## src/rtl/rx_word_packer_if.sv

```systemverilog
// Handshake bundle between the demodulator, the packer and the host-side word consumer.
// The packer uses the slave view; the demodulator/host side uses the master view.
interface rx_word_packer_if;
  logic [31:0] In_Data;
  logic        In_Valid;
  logic        In_Ready;
  logic [1:0]  Chunk_Sel;
  logic        Flush;
  logic [31:0] Out_Word;
  logic [5:0]  Out_Bits;
  logic        Out_Last;
  logic        Out_Valid;
  logic        Out_Ready;
  logic [7:0]  Drop_Cnt;

  modport slave (
    input  In_Data, In_Valid, Chunk_Sel, Flush, Out_Ready,
    output In_Ready, Out_Word, Out_Bits, Out_Last, Out_Valid, Drop_Cnt
  );

  modport master (
    output In_Data, In_Valid, Chunk_Sel, Flush, Out_Ready,
    input  In_Ready, Out_Word, Out_Bits, Out_Last, Out_Valid, Drop_Cnt
  );
endinterface

```

## src/rtl/rx_word_packer.sv

```systemverilog
// Packs 2/4/8/16-bit demodulated chunks LSB-first into 32-bit words with a
// single output holding register, flush of partial words and a drop counter.
module rx_word_packer (
  input  logic                Clk,
  input  logic                N_Rst,
  rx_word_packer_if.slave     bus
);

  typedef enum logic [1:0] {
    EMPTY   = 2'd0,
    FILLING = 2'd1,
    CLOSED  = 2'd2
  } state_t;

  state_t      state;
  logic [31:0] acc;
  logic [5:0]  fill;
  logic [5:0]  len_q;
  logic        last_q;

  logic [5:0]  len_dec;
  logic [5:0]  len_cur;
  logic [31:0] chunk;
  logic [31:0] acc_next;
  logic [5:0]  fill_next;
  logic        accept;
  logic        out_free;

  always_comb begin
    len_dec = 6'd2;
    case (bus.Chunk_Sel)
      2'b00: len_dec = 6'd2;
      2'b01: len_dec = 6'd4;
      2'b10: len_dec = 6'd8;
      2'b11: len_dec = 6'd16;
      default: len_dec = 6'd2;
    endcase
  end

  // The chunk length is only sampled at the start of a word; it stays fixed
  // until the word closes so fill always lands exactly on 32.
  assign len_cur   = (state == EMPTY) ? len_dec : len_q;
  assign chunk     = bus.In_Data & ((32'd1 << len_cur) - 32'd1);
  assign acc_next  = acc | (chunk << fill);
  assign fill_next = fill + len_cur;

  assign bus.In_Ready = (state != CLOSED);
  assign accept       = bus.In_Valid & bus.In_Ready;
  assign out_free     = ~bus.Out_Valid | bus.Out_Ready;

  always_ff @(posedge Clk) begin
    if (!N_Rst) begin
      state         <= EMPTY;
      acc           <= '0;
      fill          <= '0;
      len_q         <= 6'd2;
      last_q        <= 1'b0;
      bus.Out_Word  <= '0;
      bus.Out_Bits  <= '0;
      bus.Out_Last  <= 1'b0;
      bus.Out_Valid <= 1'b0;
      bus.Drop_Cnt  <= '0;
    end else begin
      if (bus.In_Valid && !bus.In_Ready && bus.Drop_Cnt != 8'hFF)
        bus.Drop_Cnt <= bus.Drop_Cnt + 8'd1;

      if (bus.Out_Valid && bus.Out_Ready)
        bus.Out_Valid <= 1'b0;

      case (state)
        EMPTY: begin
          if (accept) begin
            acc   <= acc_next;
            fill  <= fill_next;
            len_q <= len_dec;
            if (bus.Flush) begin
              state  <= CLOSED;
              last_q <= 1'b1;
            end else begin
              state  <= FILLING;
            end
          end
        end

        FILLING: begin
          if (accept) begin
            acc  <= acc_next;
            fill <= fill_next;
            if (fill_next == 6'd32 || bus.Flush) begin
              state  <= CLOSED;
              last_q <= bus.Flush;
            end
          end else if (bus.Flush) begin
            state  <= CLOSED;
            last_q <= 1'b1;
          end
        end

        CLOSED: begin
          if (bus.Flush)
            last_q <= 1'b1;
          if (out_free) begin
            // A flush landing on the hand-off cycle still tags the word it belongs to.
            bus.Out_Word  <= acc & ~(32'hFFFF_FFFF << fill);
            bus.Out_Bits  <= fill;
            bus.Out_Last  <= last_q | bus.Flush;
            bus.Out_Valid <= 1'b1;
            acc           <= '0;
            fill          <= '0;
            last_q        <= 1'b0;
            state         <= EMPTY;
          end
        end

        default: begin
          state <= EMPTY;
        end
      endcase
    end
  end

endmodule

```

## src/flat_wrapper.sv

```systemverilog
// flat-port wrapper written by rule: the top's interface ports become plain ports
module rx_word_packer_flat 
  (Clk, N_Rst, bus_In_Data, bus_In_Valid, bus_Chunk_Sel, bus_Flush, bus_Out_Ready, bus_In_Ready, bus_Out_Word, bus_Out_Bits, bus_Out_Last, bus_Out_Valid, bus_Drop_Cnt);
  rx_word_packer_if bus_i ();
  input  logic Clk;
  input  logic N_Rst;
  input wire logic [$bits(bus_i.In_Data)-1:0] bus_In_Data;
  input wire logic [$bits(bus_i.In_Valid)-1:0] bus_In_Valid;
  input wire logic [$bits(bus_i.Chunk_Sel)-1:0] bus_Chunk_Sel;
  input wire logic [$bits(bus_i.Flush)-1:0] bus_Flush;
  input wire logic [$bits(bus_i.Out_Ready)-1:0] bus_Out_Ready;
  output wire logic [$bits(bus_i.In_Ready)-1:0] bus_In_Ready;
  output wire logic [$bits(bus_i.Out_Word)-1:0] bus_Out_Word;
  output wire logic [$bits(bus_i.Out_Bits)-1:0] bus_Out_Bits;
  output wire logic [$bits(bus_i.Out_Last)-1:0] bus_Out_Last;
  output wire logic [$bits(bus_i.Out_Valid)-1:0] bus_Out_Valid;
  output wire logic [$bits(bus_i.Drop_Cnt)-1:0] bus_Drop_Cnt;
  assign bus_i.In_Data = bus_In_Data;
  assign bus_i.In_Valid = bus_In_Valid;
  assign bus_i.Chunk_Sel = bus_Chunk_Sel;
  assign bus_i.Flush = bus_Flush;
  assign bus_i.Out_Ready = bus_Out_Ready;
  assign bus_In_Ready = bus_i.In_Ready;
  assign bus_Out_Word = bus_i.Out_Word;
  assign bus_Out_Bits = bus_i.Out_Bits;
  assign bus_Out_Last = bus_i.Out_Last;
  assign bus_Out_Valid = bus_i.Out_Valid;
  assign bus_Drop_Cnt = bus_i.Drop_Cnt;
  rx_word_packer u_core (.Clk(Clk), .N_Rst(N_Rst), .bus(bus_i));
endmodule
```

## config.mk

```make
export PLATFORM = sky130hd
export DESIGN_NAME = rx_word_packer_flat
export DESIGN_NICKNAME = d
export VERILOG_FILES = /design/src/rtl/rx_word_packer_if.sv /design/src/rtl/rx_word_packer.sv /design/src/flat_wrapper.sv
export SDC_FILE = /design/constraint.sdc
export NUM_CORES = 1
export LEC_CHECK = 0
export BUFFER_PORTS_ARGS = -buffer_cell sky130_fd_sc_hd__buf_2
export CAP_MARGIN = 20
export CORE_MARGIN = 5
export CORE_UTILIZATION = 40
export CTS_BUF_LIST = sky130_fd_sc_hd__clkbuf_8
export DETAILED_ROUTE_END_ITERATION = 8
export GPL_TIMING_DRIVEN = 0
export SYNTH_ARGS = -nofsm -noshare
export SYNTH_HDL_FRONTEND = slang
export SYNTH_SLANG_ARGS = --single-unit
```

## constraint.sdc

```tcl
create_clock -name Clk -period 3.94 [get_ports Clk]
set_input_delay 0.788 -clock Clk [delete_from_list [all_inputs] [get_ports Clk]]
set_output_delay 0.788 -clock Clk [all_outputs]
set_load 0.01 [all_outputs]
```

==> summary.md, run 1 <==
| Metric | Value |
|---|---|
| Cell taking the most area after synthesis | `dfxtp_1` |
| Setup crit end kind | `register` |
| Logic pwr share | `60.6%` |
| Total detailed-routing wirelength | `23830 um` |
| Pwr Total | `0.004633 W` |
| Detailed Route Iter0 Violations | `621` |
| Post-synth EDFFs | `0` |
| Most frequent cells in the layout | `buf_2 (99), dfxtp_1 (91), nand2_1 (79), nor2_1 (55), nor2b_1 (38)` |
| Post-route clock skew | `6.117 ps` |
| Ratio of cells with drive above 1 in the final layout | `a little under a fifth` |
| Post-route ant nets | `0` |
| CORE AREA | `around 0.014 mm^2` |
| Portion of netlist area occupied by mux cells | `2.045%` |
| Layout Nets | `882` |
| Total Neg Setup Slack | `0 ps` |
| Mean Syn Cell Area | `a little under 8 um^2` |
| Area after DPL | `roughly 0.0065 mm^2` |
| Layout area overhead | `14.77%` |
| Power per Cell Area | `694.4 mW/mm^2` |
| Switch Pwr | `between 0.002 and 0.0025 W` |
| Clock share of power | `13.0%` |
| Yosys cell types | `82` |
| Num Clock Sinks | `91` |
| Top post-synthesis cells by area | `dfxtp_1 (31%), nand2_1 (5.1%), nor2b_1 (4.1%)` |
| Post-CTS Hold Fix Bufs | `0` |
| Cell Area, Synth | `0.005813 mm^2` |
| Routed WL per cell | `23.37 um` |
| Antenna Cells | `0` |
| Initial antenna violation count | `0` |
| Max FO, Critical Path | `10` |
| WP data required | `about 4200 ps` |
| Vias in the first global route | `5870` |
| DR pass1 iterations | `5` |
| Setup crit start kind | `register` |
| Final Hold Vio Count | `0` |
| Worst hold path type | `register to register` |
| R2r startpoint | `u_core.state[0]$_SDFFE_PN0P_` |
| Hold_ws | `453.5 ps` |
| CTS H-tree depth | `3` |
| Commonest non-fill, non-tap cell in the layout | `buf_2` |
| TritonCTS clock tree | `yes` |
| Largest family of logic cells by synthesized area | `compound AO/OA/AOI/OAI gates` |
| Post-synth ARST share | `0%` |
| Largest net degree at the start of global routing | `18` |
| Worst EP arrival | `4050 ps` |
| Int Pwr | `0.002222 W` |
| Hpwl dp | `18710 um` |
| Total number of vias | `~6300` |
| Clock latency on the worst-skew pair | `380 ps` |
| Simple-gate share of the synthesized area | `a little over a quarter` |
| Global-route wire length before repair | `35650 um` |
| Total of max-cap violations | `0` |
| Top FF cell, synth | `dfxtp_1` |
| Critical Path Source | `u_core.state[0]$_SDFFE_PN0P_` |
| Post-route cell area | `0.006671 mm^2` |
| # IOs | `88` |
| Hold_sp | `u_core.acc[9]$_SDFFE_PN0P_` |
| Area fraction of the dominant cell type after synthesis | `31.34%` |
| Switching Fraction | `52.03%` |
| Adder-cell share of the synthesized area | `between 2 and 3%` |
| Port bufs | `between 80 and 90` |
| VDD IR max | `between 0.3 and 0.4 mV` |
| Seq/Total Area, Yosys | `31.34%` |
| Root Buffer | `clkbuf_8` |
| Slew HR | `a little under a third` |
| Clock tree buffer depth | `2` |
| Yosys Warn Count | `0` |
| Final core occ | `46.43%` |
| Initial Util | `approximately two fifths` |
| Final Max Tran Viols | `0` |
| Chip width | `130.6 um` |
| Postcts setup bufs | `0` |
| Part of the power in registers | `26.4%` |
| Final setup fails | `0` |
| Die Y | `about 130 um` |
| Syn Nets | `787` |
| Synth Area in Compound Gates | `29.29%` |
| XOR/XNOR share of the synthesized area | `1.657%` |
| Seq cells post-synth | `91` |
| Tcrit/Tclk final | `between 90% and 100%` |
| Cells after Synth | `~740` |
| Vias/cell | `6.153` |
| Row count | `between 40 and 50` |
| DRC Markers | `0` |
| Pleak | `2.676 nW` |
| Kind of critical path | `register to register` |
| Total CTS buffers | `9` |
| Worst-margin pin slew | `1032 ps` |
| Outcome | `finished clean` |
| Tot GR Track Use | `27.89%` |
| GP Congestion | `1.012` |
| Unrepaired setup endpoints after global routing | `false` |
| Min Tclk post-route | `3772 ps` |
| Reg clk slew, reported paths | `100 ps` |
| Grt total ovfl | `0` |
| Total die area | `~0.017 mm^2` |
| F_max | `around 0.27 GHz` |
[critical path, stage by stage, from the launching register on]
cell	delay, ps
dfxtp_1	420
inv_1	80
ha_1	240
buf_6	160
buf_6	140
buf_4	170
buf_2	200
o21ai_1	240
nand2_1	90
ha_1	270
a211oi_1	630
or3_1	390
nand4_1	130
and4b_1	240
o31a_1	270
[area by class of cell]
type                            instances  area, um^2
Timing Repair Buffer                   84       420.4
Buffer                                 63       301.5
Multi-Input combinational cell        565        3651
Clock buffer                            9       123.9
Fill cell                            1475        7697
Clock inverter                          7       58.81
Tap cell                              184       230.2
Inverter                               17       63.81
Sequential cell                        91        1822
[final timing paths]
| kind | end | slack [ps] | cells past startpoint |
|---|---|---|---|
| worst max-delay path | u_core.acc[22]$_SDFFE_PN0P_ | 170 | 14 |
| worst min-delay path | u_core.acc[9]$_SDFFE_PN0P_ | 450 | 2 |
| worst max register to register | u_core.acc[22]$_SDFFE_PN0P_ | 170 | 14 |
| worst min register to register | u_core.acc[9]$_SDFFE_PN0P_ | 450 | 2 |
[cells by family (layout without fill, tap and decap cells)]
logic type / Yosys count / in the layout
buffers and inverters: 80 / 180
muxes: 9 / 9
adders and majority gates: 12 / 12
xor gates and xnor gates: 11 / 11
DFF: 91 / 91
AOI/OAI and AO/OA: 232 / 232
other: 1 / 1
and+or+nand+nor: 300 / 300
[state kept, by name, summed over array words and instances (netlist names)]
signal                cells
u_core.acc               32
u_core.bus.Out_Word      32
u_core.bus.Drop_Cnt       8
u_core.bus.Out_Bits       5
u_core.fill               5
u_core.len_q              4
u_core.state              2
u_core.bus.Out_Last       1
u_core.bus.Out_Valid      1
u_core.last_q             1
[per-layer routing]
layer	vias up	wire length (um)	GRT usage, %
met2	313	10680	42.96
met1	3003	10180	37.56
met4	0	843	9.619
met5	-	0	0
met3	54	2124	7.886
li1	2906	-	-
[through the flow]
stage / instances / setup slack (ps)
2_1_floorplan: 736 / 831.6
3_3_place_gp: 1004 / -53.76
3_5_place_dp: 1004 / -22.43
4_1_cts: 1020 / 22.06
5_1_grt: 1020 / 26.39
6_report: 1020 / 168.3
[synthesized netlist by cell type, drive strengths merged, types with 8 or more instances]
cell    instances
and2           10
a31oi          18
or3            12
nor2           55
nand4          13
dfxtp          91
nand3          23
nor2b          38
or2            12
buf            30
o21a            8
a21oi          37
a21boi         19
nor3           24
ha             11
nand2          79
o21ai          24
clkbuf         33
a211oi         11
a22oi          21
inv            15
[power by group through the flow]
stage / Combinational, W / Sequential [W] / Clock [W]
global placement: 0.00270 / 0.00123 / 0
floorplan: 0.00180 / 0.00120 / 0
CTS: 0.00271 / 0.00122 / 0.000619
detailed placement: 0.00269 / 0.00124 / 0
global route: 0.00300 / 0.00124 / 0.000658
finish: 0.00281 / 0.00122 / 0.000603
[timing repair]
| action | CTS | global route |
|---|---|---|
| resized for setup | 2 | 7 |
| endpoints found under the setup margin | 3 | 24 |
| endpoints found under the hold margin | 0 | 0 |
| pin swaps | 0 | 0 |
Power figures use the tool's default switching activity.
==> inputs of run 2 (changes only) <==
- CORE_UTILIZATION: 40 -> 60
- PLACE_DENSITY: unset -> 0.83
==> summary.md, run 2 (synthesis gave the netlist of run 1 again) <==
| Metric | Value |
|---|---|
| Outcome | `finished clean` |
| Layout Nets | `~880` |
| Initial Util | `60.59%` |
| Chip width | `between 100 and 150 um` |
| Pleak | `2.686 nW` |
| Grt total ovfl | `0` |
| Dpl cells | `953` |
| Hold_sp | `u_core.acc[9]$_SDFFE_PN0P_` |
| Initial antenna violation count | `0` |
| Detailed Route Iter0 Violations | `843` |
| Reg clk slew, reported paths | `100 ps` |
| R2r startpoint | `u_core.state[0]$_SDFFE_PN0P_` |
| Ratio of cells with drive above 1 in the final layout | `between 15 and 20%` |
| DR pass1 iterations | `6` |
| Final std cells w/o fill | `969` |
| Hold Crit Endpoint | `u_core.acc[9]$_SDFFE_PN0P_` |
| Post-CTS Hold Fix Bufs | `0` |
| Slew HR | `30.54%` |
| Most frequent cells in the layout | `buf_2 (100), dfxtp_1 (91), nand2_1 (79), nor2_1 (55), nor2b_1 (38)` |
| Number of cells on the worst reg-to-reg path | `16` |
| Worst-margin pin slew | `1034 ps` |
| Filler Cell Count | `849` |
| Die Y | `about 110 um` |
| Total die area | `0.01176 mm^2` |
| Logic pwr share | `60.2%` |
| Clock tree buffer depth | `2` |
| Row count | `36` |
| Part of the power in registers | `a little over a quarter` |
| Global-route wire length before repair | `33140 um` |
| Final setup fails | `0` |
| Tcrit/Tclk final | `between 90% and 100%` |
| Total of max-cap violations | `0` |
| Kind of critical path | `register to register` |
| F_max | `0.2602 GHz` |
| CTS H-tree depth | `3` |
| WP data required | `4210 ps` |
| Hpwl dp | `16230 um` |
| Min Tclk post-route | `3843 ps` |
| Worst hold path type | `register to register` |
| Area after DPL | `0.006400 mm^2` |
| Pwr Total | `0.004605 W` |
| Clock latency on the worst-skew pair | `380 ps` |
| Flop-to-flop setup slack | `100 ps` |
| Terminus of the critical flop-to-flop path | `u_core.acc[27]$_SDFFE_PN0P_` |
| Final Hold Vio Count | `0` |
| Post-route ant nets | `0` |
| Switching Fraction | `between 50% and 60%` |
| Commonest non-fill, non-tap cell in the layout | `buf_2` |
| Final Max Tran Viols | `0` |
| Vias in the first global route | `6130` |
| Tot GR Track Use | `36.43%` |
| Total number of vias | `around 6500` |
| Int Pwr | `around 0.0022 W` |
| Port bufs | `84` |
| Clock share of power | `13.2%` |
| Postcts setup bufs | `0` |
| Total Neg Setup Slack | `0 ps` |
| Routed WL per cell | `about 22 um` |
| Setup crit end kind | `register` |
| Antenna Cells | `0` |
| Setup crit start kind | `register` |
| Layout area overhead | `13.97%` |
| Hold path cells | `2` |
| Switch Pwr | `0.002376 W` |
| VDD IR max | `0.4617 mV` |
| GP Congestion | `1.122` |
| Vias/cell | `6.703` |
| Num Clock Sinks | `91` |
| DRC Markers | `0` |
| CORE AREA | `0.009594 mm^2` |
| Max FO, Critical Path | `10` |
| # IOs | `88` |
| Root Buffer | `clkbuf_8` |
| Worst EP arrival | `4110 ps` |
| Largest net degree at the start of global routing | `18` |
| Total CTS buffers | `9` |
| TritonCTS clock tree | `yes` |
| Post-route clock skew | `14.68 ps` |
| Post-route cell area | `approximately 0.0066 mm^2` |
| Power per Cell Area | `695.0 mW/mm^2` |
| Top flop regs | `u_core.acc x32, u_core.bus.Out_Word x32, u_core.bus.Drop_Cnt x8` |
| Total detailed-routing wirelength | `21200 um` |
-- run 2: cell count changes in the layout (fill, tap and decap cells not counted), moves of 2 or more --
cell and change:
a211oi_1 -2, clkinvlp_4 -2, a211oi_2 +2, clkinv_4 +2
inv_6 -2
-- run 2: power groups by stage --
stage | registers, W | logic [W] | clock network (W)
finish | 0.00122 | 0.00277 | 0.000610
global placement | 0.00123 | 0.00254 | 0
floorplan | 0.00120 | 0.00180 | 0
CTS | 0.00121 | 0.00259 | 0.000609
global route | 0.00124 | 0.00293 | 0.000657
detailed placement | 0.00123 | 0.00258 | 0
-- run 2: timing repair --
item / 4_1_cts / 5_1_grt
gates cloned: 0 / 0
resized for setup: 1 / 11
endpoints found under the setup margin: 2 / 25
-- run 2: worst max path at each step --
| stage | startpoint | to | slack [ps] | cells after the start |
|---|---|---|---|---|
| after floorplan | u_core.state[0]$_SDFFE_PN0P_ | u_core.acc[12]$_SDFFE_PN0P_ | 830 | 16 |
| after global placement | u_core.state[0]$_SDFFE_PN0P_ | u_core.acc[14]$_SDFFE_PN0P_ | 50 | 16 |
| after detailed placement | u_core.state[0]$_SDFFE_PN0P_ | u_core.acc[14]$_SDFFE_PN0P_ | 3 | 16 |
| after CTS | u_core.state[0]$_SDFFE_PN0P_ | u_core.acc[27]$_SDFFE_PN0P_ | 3 | 16 |
| after global routing | u_core.state[0]$_SDFFE_PN0P_ | u_core.acc[24]$_SDFFE_PN0P_ | -20 | 15 |
| final | u_core.state[0]$_SDFFE_PN0P_ | u_core.acc[27]$_SDFFE_PN0P_ | 100 | 16 |
-- run 2: routing by layer --
layer  wire length (um)  track usage, %
met5                  0               0
met1               8277           47.67
met4               1059           18.12
met2               9392           56.27
met3               2475           8.418
-- run 2: area by class of cell --
type                    count  area [um^2]  area share (%)
flip-flops and latches     91         1822           27.50
clock inverters             7        65.06          0.9821
well taps                 133        166.4           2.512
inverters                  17        63.81          0.9632
multi-input cells         565         3662           55.28
clock buffers               9        123.9           1.870
plain buffers              63        301.5           4.551
repair buffers             84        420.4           6.346
-- run 2: stage by stage --
step	util (%)	setup WS (ps)	hold WS, ps
finish	69.05	97.34	456.1
global route	69.05	-15.83	480.8
CTS	68.69	2.956	453.9
detailed placement	66.71	2.679	436.0
global placement	66.71	52.25	437.0
floorplan	-	831.6	422.2
-- run 2: critical path, cell delays in order, from the launching register on --
cell and delay (ps):
dfxtp_1 420, inv_1 90, ha_1 250, buf_6 160
buf_6 140, buf_4 160, buf_2 200, o21ai_1 260
nand2_1 150, ha_1 320, buf_2 240, nand2_1 130
nor2_1 70, o21bai_1 260, mux2_2 350, o2bb2ai_1 180
a221o_1 360
